**config.mk**
```make
export PLATFORM = sky130hd
export DESIGN_NAME = oc_uart_bc_bridge
export DESIGN_NICKNAME = d
export VERILOG_FILES = /design/src/rtl/oclib_pkg.sv /design/src/rtl/oclib_uart_pkg.sv /design/src/rtl/oc_uart_bc_bridge_fifo.sv /design/src/rtl/oc_uart_bc_bridge.sv
export SDC_FILE = /design/constraint.sdc
export NUM_CORES = 1
export LEC_CHECK = 0
export ABC_AREA = 1
export BUFFER_PORTS_ARGS = -buffer_cell sky130_fd_sc_hd__buf_2
export CORE_ASPECT_RATIO = 1.2
export CORE_MARGIN = 1.5
export CORE_UTILIZATION = 30
export DETAILED_ROUTE_END_ITERATION = 8
export GPL_TIMING_DRIVEN = 0
export PLACE_DENSITY = 0.5
export SYNTH_ARGS = -nofsm -noshare
export SYNTH_HDL_FRONTEND = slang
export SYNTH_HIERARCHICAL = 1
export SYNTH_SLANG_ARGS = --single-unit
```
**constraint.sdc**
```tcl
create_clock -name clock -period 2.6 [get_ports clock]
set_input_delay 0.52 -clock clock [delete_from_list [all_inputs] [get_ports clock]]
set_output_delay 0.52 -clock clock [all_outputs]
set_load 0.03 [all_outputs]
```
**src/rtl/oclib_pkg.sv**
```systemverilog
// oclib_pkg: shared channel types for the oclib blocks
package oclib_pkg;
  typedef struct packed {
    logic [7:0] data;
    logic       valid;
    logic       ready;
  } bc_8b_bidi_s;
endpackage

```
**src/rtl/oclib_uart_pkg.sv**
```systemverilog
// oclib_uart_pkg: UART error-bit layout and FSM state encodings
package oclib_uart_pkg;
  localparam int ErrorWidth   = 3;
  localparam int ErrorFraming = 0;
  localparam int ErrorOverrun = 1;
  localparam int ErrorBreak   = 2;
  typedef enum logic [2:0] {RxIdle, RxStart, RxData, RxStop, RxBreak} rxState_e;
  typedef enum logic [1:0] {TxIdle, TxStart, TxData, TxStop} txState_e;
endpackage

```
**src/rtl/oc_uart_bc_bridge_fifo.sv**
```systemverilog
// oc_uart_bc_bridge_fifo: depth x 8-bit synchronous FIFO, pushes when full and pops when empty are ignored
module oc_uart_bc_bridge_fifo #(
  parameter int Depth = 4
) (
  input  logic       clock,
  input  logic       reset,
  input  logic       push,
  input  logic [7:0] pushData,
  input  logic       pop,
  output logic [7:0] popData,
  output logic       empty,
  output logic       full
);
  localparam int Aw = $clog2(Depth);
  logic [7:0] mem [Depth];
  logic [Aw-1:0] wrPtr, rdPtr;
  logic [Aw:0] count;
  logic doPush, doPop;
  assign empty = count == '0;
  assign full = count == (Aw+1)'(Depth);
  assign doPush = push && !full;
  assign doPop = pop && !empty;
  assign popData = mem[rdPtr];
  always_ff @(posedge clock) begin
    if (doPush) mem[wrPtr] <= pushData;
  end
  always_ff @(posedge clock or negedge reset) begin
    if (!reset) begin
      wrPtr <= '0;
      rdPtr <= '0;
      count <= '0;
    end else begin
      wrPtr <= wrPtr + Aw'(doPush);
      rdPtr <= rdPtr + Aw'(doPop);
      count <= count + (Aw+1)'(doPush) - (Aw+1)'(doPop);
    end
  end
endmodule

```
**src/rtl/oc_uart_bc_bridge.sv**
```systemverilog
// oc_uart_bc_bridge: UART pin pair to 8-bit bidirectional byte channel,
// with sticky line errors and a break-triggered reset request
module oc_uart_bc_bridge
  import oclib_pkg::*;
  import oclib_uart_pkg::*;
#(
  parameter int ClockHz          = 100_000_000,
  parameter int Baud             = 115200,
  parameter int RxFifoDepth      = 4,
  parameter int TxFifoDepth      = 4,
  parameter int BreakResetEnable = 1,
  parameter int BreakBits        = 20
) (
  input  logic                  clock,
  input  logic                  reset,
  input  logic                  uartRx,
  output logic                  uartTx,
  output bc_8b_bidi_s           bcOut,
  input  bc_8b_bidi_s           bcIn,
  output logic                  resetOut,
  output logic [ErrorWidth-1:0] uartError
);
  localparam int RawCycles = (ClockHz + Baud / 2) / Baud;
  localparam int CyclesPerBit = RawCycles < 4 ? 4 : RawCycles;
  localparam int BreakCycles = BreakBits * CyclesPerBit;
  localparam int CntW = $clog2(CyclesPerBit);
  localparam int LowW = $clog2(BreakCycles + 1);
  localparam logic [CntW-1:0] BitEnd = CntW'(CyclesPerBit - 1);
  localparam logic [CntW-1:0] HalfEnd = CntW'(CyclesPerBit / 2 - 1);
  localparam logic [LowW-1:0] LowMax = LowW'(BreakCycles);
  localparam logic [LowW-1:0] LowEnd = LowW'(BreakCycles - 1);
  logic rxMeta, rxSync, rxPrev, rxPush, rxEmpty, rxFull;
  logic [7:0] rxShift, rxHead;
  logic [2:0] rxBit;
  logic [CntW-1:0] rxCnt;
  logic [LowW-1:0] lowCnt;
  rxState_e rxState;
  logic txEmpty, txFull, txLoad;
  logic [7:0] txShift, txHead;
  logic [2:0] txBit;
  logic [CntW-1:0] txCnt;
  txState_e txState;
  assign bcOut = '{data: rxHead, valid: !rxEmpty, ready: !txFull};
  oc_uart_bc_bridge_fifo #(.Depth(RxFifoDepth)) rxFifo (
    .clock(clock), .reset(reset), .push(rxPush), .pushData(rxShift),
    .pop(bcIn.ready), .popData(rxHead), .empty(rxEmpty), .full(rxFull)
  );
  oc_uart_bc_bridge_fifo #(.Depth(TxFifoDepth)) txFifo (
    .clock(clock), .reset(reset), .push(bcIn.valid), .pushData(bcIn.data),
    .pop(txLoad), .popData(txHead), .empty(txEmpty), .full(txFull)
  );
  // rxShift holds the finished byte for the cycle after the stop sample, when the FIFO write lands
  always_ff @(posedge clock or negedge reset) begin
    if (!reset) begin
      rxMeta <= 1'b1;
      rxSync <= 1'b1;
      rxPrev <= 1'b1;
      rxState <= RxIdle;
      rxCnt <= '0;
      rxBit <= '0;
      rxShift <= '0;
      rxPush <= 1'b0;
      lowCnt <= '0;
      resetOut <= 1'b0;
      uartError <= '0;
    end else begin
      rxMeta <= uartRx;
      rxSync <= rxMeta;
      rxPrev <= rxSync;
      rxPush <= 1'b0;
      resetOut <= 1'b0;
      lowCnt <= rxSync ? '0 : lowCnt + LowW'(lowCnt != LowMax);
      if (rxPush && rxFull) uartError[ErrorOverrun] <= 1'b1;
      if (!rxSync && lowCnt == LowEnd) begin
        rxState <= RxBreak;
        uartError[ErrorBreak] <= 1'b1;
        resetOut <= BreakResetEnable != 0;
      end else begin
        case (rxState)
          RxIdle: begin
            if (rxPrev && !rxSync) begin
              rxState <= RxStart;
              rxCnt <= CntW'(1);
            end
          end
          RxStart: begin
            rxCnt <= rxCnt == HalfEnd ? '0 : rxCnt + 1'b1;
            rxBit <= '0;
            if (rxCnt == HalfEnd) rxState <= rxSync ? RxIdle : RxData;
          end
          RxData: begin
            rxCnt <= rxCnt == BitEnd ? '0 : rxCnt + 1'b1;
            if (rxCnt == BitEnd) begin
              rxShift <= {rxSync, rxShift[7:1]};
              rxBit <= rxBit + 3'd1;
              if (rxBit == 3'd7) rxState <= RxStop;
            end
          end
          RxStop: begin
            rxCnt <= rxCnt == BitEnd ? '0 : rxCnt + 1'b1;
            if (rxCnt == BitEnd) begin
              rxState <= RxIdle;
              rxPush <= rxSync;
              if (!rxSync) uartError[ErrorFraming] <= 1'b1;
            end
          end
          RxBreak: if (rxSync) rxState <= RxIdle;
          default: rxState <= RxIdle;
        endcase
      end
    end
  end
  // reloading at the end of STOP keeps back-to-back frames gapless
  assign txLoad = !txEmpty && (txState == TxIdle || (txState == TxStop && txCnt == BitEnd));
  always_ff @(posedge clock or negedge reset) begin
    if (!reset) begin
      txState <= TxIdle;
      txCnt <= '0;
      txBit <= '0;
      txShift <= '0;
      uartTx <= 1'b1;
    end else if (txLoad) begin
      txState <= TxStart;
      txCnt <= '0;
      txBit <= '0;
      txShift <= txHead;
      uartTx <= 1'b0;
    end else if (txState != TxIdle) begin
      txCnt <= txCnt == BitEnd ? '0 : txCnt + 1'b1;
      if (txCnt == BitEnd) begin
        case (txState)
          TxStart: begin
            txState <= TxData;
            uartTx <= txShift[0];
            txShift <= txShift >> 1;
          end
          TxData: begin
            txBit <= txBit + 3'd1;
            txShift <= txShift >> 1;
            uartTx <= txBit == 3'd7 ? 1'b1 : txShift[0];
            txState <= txBit == 3'd7 ? TxStop : TxData;
          end
          default: txState <= TxIdle;
        endcase
      end
    end
  end
endmodule
```
Word level (Yosys, flattened, before mapping):

Memory sizes are Yosys's and may differ from the RTL's.
Cells that the tools add are included.

* register bits after elaboration: 85
* RAM bits: 64
* input port bits: 13
* word-level logic and storage cells: 148
* memories: 2

* add/sub/neg operators: 13
* equal/unequal tests: 24
* multiplexer cells: 45
* bitwise gates (word level): 2
* reductions and logical operators: 38

Memories
* rxFifo.mem: depth 4, width 8, rd ports 1, clocked after Yosys merged registers in 0, write ports 1, RTL line oc_uart_bc_bridge_fifo.sv:15 `logic [7:0] mem [Depth];`
* txFifo.mem: depth 4, width 8, rd ports 1, clocked after Yosys merged registers in 0, write ports 1, RTL line oc_uart_bc_bridge_fifo.sv:15

Operators with widths (number)
* $mux W10: 6
* $mux W3: 12
* $mux W8: 4
* $pmux W10 S3: 1
* $add A10 B1 Y10 const B: 2
* $eq A10 B10 Y1 const B: 2
* $ne A3 B3 Y1 const B: 6
* $reduce_and A3 Y1: 6
* $add A15 B1 Y15: 1
* $eq A15 B15 Y1 const B: 1
* $eq A3 B3 Y1 const B: 5
* $mux W15: 1
* $ne A15 B15 Y1 const B: 1
* $pmux W3 S5: 1
* $mux W1: 13
* $reduce_bool A2 Y1: 6
* $eq A10 B9 Y1 const B: 1
* $logic_and A1 B1 Y1: 9
* $logic_not A3 Y1: 3
* $add A2 B1 Y2: 4
* $mux W2: 4
* $add A3 B1 Y3: 2
* $add A3 B1 Y3 const B: 2
* $eq A3 B2 Y1 const B: 2
* 17 further kinds: 27

Logic depth before layout (Yosys ltp):

* depth in word-level cells: 6
* depth in mapped cells: 15
* mapped depth without buffers: 15

Cells and area by module:

The synthesis kept the hierarchy.

Modules (own cells, without submodules)
* oc_uart_bc_bridge: instances 1, cells each 485, area each 3771.1 um^2, sequential area each 1781.7 um^2
* oc_uart_bc_bridge_fifo: instances 2, cells each 131, area each 1629.1 um^2, sequential area each 1136.1 um^2

Worst setup path before layout:

Ideal clock, no wire load.

* path type: register to register
* start point: register txCnt[0]
* end point: register txFifo.count[1]
* setup time: 0.136 ns
* arrival: 2.134 ns
* required time: 2.464 ns
* setup slack: 0.330 ns
* stages on the path, launching flop included: 13
* path buffers: 0
* cell sequence: dfrtp_1 -> ha_1 -> nand2_1 -> nor2_1 -> nand4_1 -> nand2_2 -> nand2_4 -> inv_1 -> a21boi_2 -> nand2_2 -> nand2_1 -> ha_1 -> fa_1

* cells in the longest elaborated chain, start to end: 6

Ends and longest elaborated chain
* start, declared: RTL line oc_uart_bc_bridge.sv:41 `logic [CntW-1:0] txCnt;`
* start signal, assigned: RTL line oc_uart_bc_bridge.sv:129 `txCnt <= txCnt == BitEnd ? '0 : txCnt + 1'b1;`
* $eq A10 B10 Y1: RTL line oc_uart_bc_bridge.sv:114 `assign txLoad = !txEmpty && (txState == TxIdle || (txState == TxStop && txCnt == BitEnd));`
* $logic_and A1 B1 Y1: RTL line oc_uart_bc_bridge.sv:114
* $logic_or A1 B1 Y1: RTL line oc_uart_bc_bridge.sv:114
* $logic_and A1 B1 Y1: RTL line oc_uart_bc_bridge.sv:114
* net txLoad: RTL line oc_uart_bc_bridge.sv:38 `logic txEmpty, txFull, txLoad;`
* $logic_and A1 B1 Y1: RTL line oc_uart_bc_bridge_fifo.sv:22 `assign doPop = pop && !empty;`
* $sub A3 B1 Y3: RTL line oc_uart_bc_bridge_fifo.sv:35 `count <= count + (Aw+1)'(doPush) - (Aw+1)'(doPop);`
* end signal, assigned: RTL line oc_uart_bc_bridge_fifo.sv:35
* end, declared: RTL line oc_uart_bc_bridge_fifo.sv:17 `logic [Aw:0] count;`

The timed path passes the listed nets, and every way through them passes these cells.
A chain may end at the register's enable or synchronous reset.

Worst setup path after layout:

* start point: register txCnt[0]
* end point: register txFifo.count[2]

Same word-level chain as after synthesis.

==> summary by stage <==
Status
The run finished with clean final reports.

Timing
Derived from the worst setup path, the maximum achievable clock frequency is 422 MHz. The final critical path takes up 91.2% of the cycle. The minimum clock period is 2370 ps. The number of pins exceeding their max-slew limit in the final report was 0. Headroom to the max-slew limit came out at 38.2%. The final-report setup violation count is 0. The pin slew with the least headroom to its limit is 924 ps. Setup repair after global routing left no endpoint under its margin.

The number of hold violations in the final report is 0. For the final database, setup skew stands at 11.2 ps.

Place
The count of buffers added on input and output ports is 27. The global placer's final weighted congestion is 0.757. The placed cell count is 1090. The placement-stage cell area is 0.00759 mm^2. Detailed placement ended at an HPWL of 9710 um.

Floorplanning
Once the floorplan was initialized, standard cells occupied 30.4% of the core. The number of top-level pins is 28. In this run the horizontal extent of the chip is 143 um. The height of the chip is 171 um. The number of standard-cell rows in the floorplan is 61. The floorplan step defined a die boundary enclosing 0.0244 mm^2. The total area inside the core boundary comes to 0.0231 mm^2.

Min path
The type of the tightest min-delay check is in -> async.

Setup path
The worst setup path startpoint is txCnt[0]$_DFFE_PN0P_. The kind of end point of the critical path is a register. On the critical path the largest part of the delay comes from adder cells. The worst path buffer plus inverter count is 1. Traced cell by cell, the critical path runs through ha_2 -> nand2_1 -> nor2_1 -> nand4_1 -> nand2_4 -> nand2_8 -> clkinvlp_4 -> a21boi_2 -> nand2_2 -> nand2_1 -> ha_1 -> fa_1 -> xnor2_1. The worst setup path is of the reg -> reg kind. The cell with the biggest individual delay on the critical path is sky130_fd_sc_hd__dfrtp_1.

Of all nets on the critical path, the largest fanout is 7. The endpoint arrival time on the critical path is 2670 ps. By instance count, the cell type seen most on the critical path is sky130_fd_sc_hd__nand2_1. Measured in cells, the most critical reg-to-reg path has a length of 13. STA puts the critical path data required time at 2900 ps. The worst flop-to-flop path startpoint is txCnt[0]$_DFFE_PN0P_.

In this run the number of cells on the critical path is 13. The biggest cell delay along the critical path is 420 ps. The type of origin of the critical path is a register.

Power and ir drop
The highest ir drop seen on vdd is 0.450 mV. The total power consumption of the routed design is 0.00666 W. The power per unit of standard cell area is 813 mW/mm^2.

Summed over all cells, the static leakage comes to 3.49 nW.

Finish
The share of post-route cells with drive strength above 1 is 15.7%. The final design instance area without fill is 0.00819 mm^2. The number of nets in the final layout is 829. The layout-stage area growth over the synthesis result is 16.5%. The antenna diode count is 0.

The final non-filler cell total is 1124.

Detailed routing
For this run, design rule violations remaining after detail routing come to 0. The remaining number of nets flagged by the antenna check after routing is 0. In the routed layout, each cell is associated on average with a via count of 4.46. The iteration count of the initial detailed-routing pass is 4. The vias after detailed routing is 5018. After detailed routing, the average wire length per cell comes to 12.6 um. The count of routing violations after the opening detailed-route iteration is 234.

The final wirelength is 14200 um.

Clocking
TritonCTS created 17 clock buffers. In this run the deepest clock path goes through 2 buffers. TritonCTS built the clock tree. The clock-pin slew on the worst setup and hold paths is 70 ps. For this design, the sink count on the clock tree is 149.

The clock reaches the later pin of the worst-skew pair after 420 ps. Buffers inserted to repair hold after CTS numbered 0. The H-tree generated during clock tree synthesis spans 4 levels. CTS placed an instance of sky130_fd_sc_hd__clkbuf_16 at the clock tree root.

Synthesis
The post-synth net total is 780. The distinct cell type count after synthesis is 42. The number of storage elements in the synthesis netlist is 149. The cell area that synthesis handed to floorplanning was 0.00703 mm^2.

The share of the yosys chip area belonging to registers is 57.7%. The average cell area after synthesis is 9.41 um^2. The cell count after synthesis is 747. During synthesis, Yosys emitted a total of 6 warnings.

Global route
For met1 alone, demand over resource in global routing was 15.5%. The routing usage on met2 is 22.1%. The initial antenna violation count came to 0. The most used routing layer is met2.

For met3 alone, demand over resource in global routing was 2.71%. The first global-routing pass estimated 24100 um of wire. Global routing finished with a remaining overflow of 0. The via count of the first global-routing pass came to 4939.

The pin count of the biggest net entering global routing is 45. Across every metal layer, demand over resource in global routing totals 12.7%.

Run
The count of max-cap constraint violations is 0.
registers in the layout (all words and copies together), names as in the netlist, 8 cells and up:
| signal | cells |
|---|---|
| rxShift | 8 |
| lowCnt | 15 |
| rxCnt | 10 |
| txFifo/mem | 32 |
| txShift | 8 |
| txCnt | 10 |
| rxFifo/mem | 32 |
worst reg2reg max path, stage by stage, from the launching register on:
cell and delay [ps]:
sky130_fd_sc_hd__dfrtp_1 420, sky130_fd_sc_hd__ha_2 230, sky130_fd_sc_hd__nand2_1 70, sky130_fd_sc_hd__nor2_1 40, sky130_fd_sc_hd__nand4_1 110, sky130_fd_sc_hd__nand2_4 90, sky130_fd_sc_hd__nand2_8 90, sky130_fd_sc_hd__clkinvlp_4 150
sky130_fd_sc_hd__a21boi_2 200, sky130_fd_sc_hd__nand2_2 90, sky130_fd_sc_hd__nand2_1 60, sky130_fd_sc_hd__ha_1 190, sky130_fd_sc_hd__fa_1 370, sky130_fd_sc_hd__xnor2_1 130
layout by cell type, fill, tap and decap left out, types with 5 or more instances in the layout:
cell                         instances
sky130_fd_sc_hd__inv_8               5
sky130_fd_sc_hd__clkbuf_16          17
sky130_fd_sc_hd__buf_2              28
sky130_fd_sc_hd__buf_4               6
sky130_fd_sc_hd__nand3_1            40
sky130_fd_sc_hd__nor3_1             14
sky130_fd_sc_hd__inv_1              63
sky130_fd_sc_hd__buf_6               6
sky130_fd_sc_hd__dfrtp_1            81
sky130_fd_sc_hd__nand2_1           161
sky130_fd_sc_hd__nor2_1            116
sky130_fd_sc_hd__a21oi_1            20
sky130_fd_sc_hd__o21ai_1            40
sky130_fd_sc_hd__nand4_1            16
sky130_fd_sc_hd__nand2_2            13
sky130_fd_sc_hd__inv_2              14
sky130_fd_sc_hd__edfxtp_1           64
sky130_fd_sc_hd__o21ai_0            29
sky130_fd_sc_hd__ha_1               17
sky130_fd_sc_hd__clkinvlp_4          6
repair_timing:
item                       in CTS  in global routing
buffers inserted                0                  2
pin swaps                       0                  1
resized for setup               2                  4
setup endpoints to repair       1                  2
path summary, 6_finish.rpt:
| path | to | slack, ps |
|---|---|---|
| setup / recovery | txFifo/count[2]$_DFF_PN0_ | 230 |
| hold / removal | rxShift[1]$_DFFE_PN0P_ | 100 |
| setup reg to reg | txFifo/count[2]$_DFF_PN0_ | 230 |
| hold reg to reg | rxSync$_DFF_PN1_ | 360 |
| max in group asynchronous | uartTx$_DFFE_PN1P_ | 1800 |
| min in group clock | rxMeta$_DFF_PN1_ | 210 |
power breakdown:
group          internal (W)  switching [W]  total (W)  leakage (nW)
Sequential          0.00269       0.000150    0.00284          1.62
Clock               0.00126        0.00107    0.00233         0.260
Combinational      0.000471        0.00101    0.00148          1.61
cells by family (layout without fill, tap and decap cells):
kind of cell | after synthesis | after routing | synth area share (%)
buffers and inverters | 92 | 154 | 6.07
AOI/OAI and AO/OA | 105 | 105 | 8.65
adders and majority gates | 20 | 20 | 3.77
and+or+nand+nor | 375 | 375 | 23.1
DFF | 149 | 149 | 57.7
xor gates and xnor gates | 6 | 6 | 0.748
per-stage QoR:
stage | hold WS (ps) | setup TNS [ps] | util [%] | setup WS (ps)
floorplan | 224 | 0 | - | 330
global placement | 347 | 0 | 32.7 | 8.60
detailed placement | 352 | -32.2 | 32.8 | -32.2
CTS | 126 | 0 | 35.3 | 0.686
global route | 147 | 0 | 35.4 | 33.2
finish | 99.9 | 0 | 35.4 | 229
per-layer routing:
metal	share of wire, %	vias to the layer above
met1	46	2390
met4	0.95	0
met5	0	-
met2	51	45
li1	-	2576
met3	2.0	7
Yosys cell counts:
library cell                 n  area (um^2)
sky130_fd_sc_hd__a211oi_1    1         7.51
sky130_fd_sc_hd__a21boi_2    4         45.0
sky130_fd_sc_hd__a21o_1      1         7.51
sky130_fd_sc_hd__a21oi_1    20          100
sky130_fd_sc_hd__a21oi_4     1         16.3
sky130_fd_sc_hd__a31o_2      1         8.76
sky130_fd_sc_hd__a31oi_1     1         6.26
sky130_fd_sc_hd__a41oi_1     1         8.76
sky130_fd_sc_hd__buf_2       2         10.0
sky130_fd_sc_hd__buf_4       3         22.5
sky130_fd_sc_hd__buf_6       6         67.6
sky130_fd_sc_hd__buf_8       2         30.0
sky130_fd_sc_hd__clkbuf_1    1         3.75
sky130_fd_sc_hd__dfrtp_1    81         2030
sky130_fd_sc_hd__dfstp_2     4          105
sky130_fd_sc_hd__edfxtp_1   64         1920
sky130_fd_sc_hd__fa_1        2         40.0
sky130_fd_sc_hd__ha_1       18          225
sky130_fd_sc_hd__inv_1      65          244
sky130_fd_sc_hd__inv_2      13         48.8
sky130_fd_sc_hd__nand2_1   161          604
sky130_fd_sc_hd__nand2_2    14         87.6
sky130_fd_sc_hd__nand2_4     1         11.3
sky130_fd_sc_hd__nand3_1    40          200
sky130_fd_sc_hd__nand3_2     2         20.0
sky130_fd_sc_hd__nand3b_1    1         7.51
sky130_fd_sc_hd__nand4_1    16          100
sky130_fd_sc_hd__nand4_4     1         21.3
sky130_fd_sc_hd__nor2_1    116          435
sky130_fd_sc_hd__nor2_2      4         25.0
sky130_fd_sc_hd__nor3_1     14         70.1
sky130_fd_sc_hd__nor3_2      2         20.0
sky130_fd_sc_hd__nor3b_1     1         7.51
sky130_fd_sc_hd__nor4_1      1         6.26
sky130_fd_sc_hd__o21a_1      3         22.5
sky130_fd_sc_hd__o21ai_0    29          145
sky130_fd_sc_hd__o21ai_1    40          200
sky130_fd_sc_hd__o21ai_4     2         32.5
sky130_fd_sc_hd__o31ai_1     1         7.51
sky130_fd_sc_hd__or2_2       1         6.26
sky130_fd_sc_hd__xnor2_1     2         17.5
sky130_fd_sc_hd__xor2_1      4         35.0
layout make-up:
| type | count | area, um^2 |
|---|---|---|
| Inverter | 78 | 297 |
| Buffer | 14 | 134 |
| Multi-Input combinational cell | 506 | 2570 |
| Tap cell | 315 | 394 |
| Clock inverter | 14 | 129 |
| Clock buffer | 18 | 429 |
| Timing Repair Buffer | 30 | 180 |
| Sequential cell | 149 | 4050 |
| Fill cell | 2375 | 14900 |
Note: power is estimated with default switching activity, not from simulation.
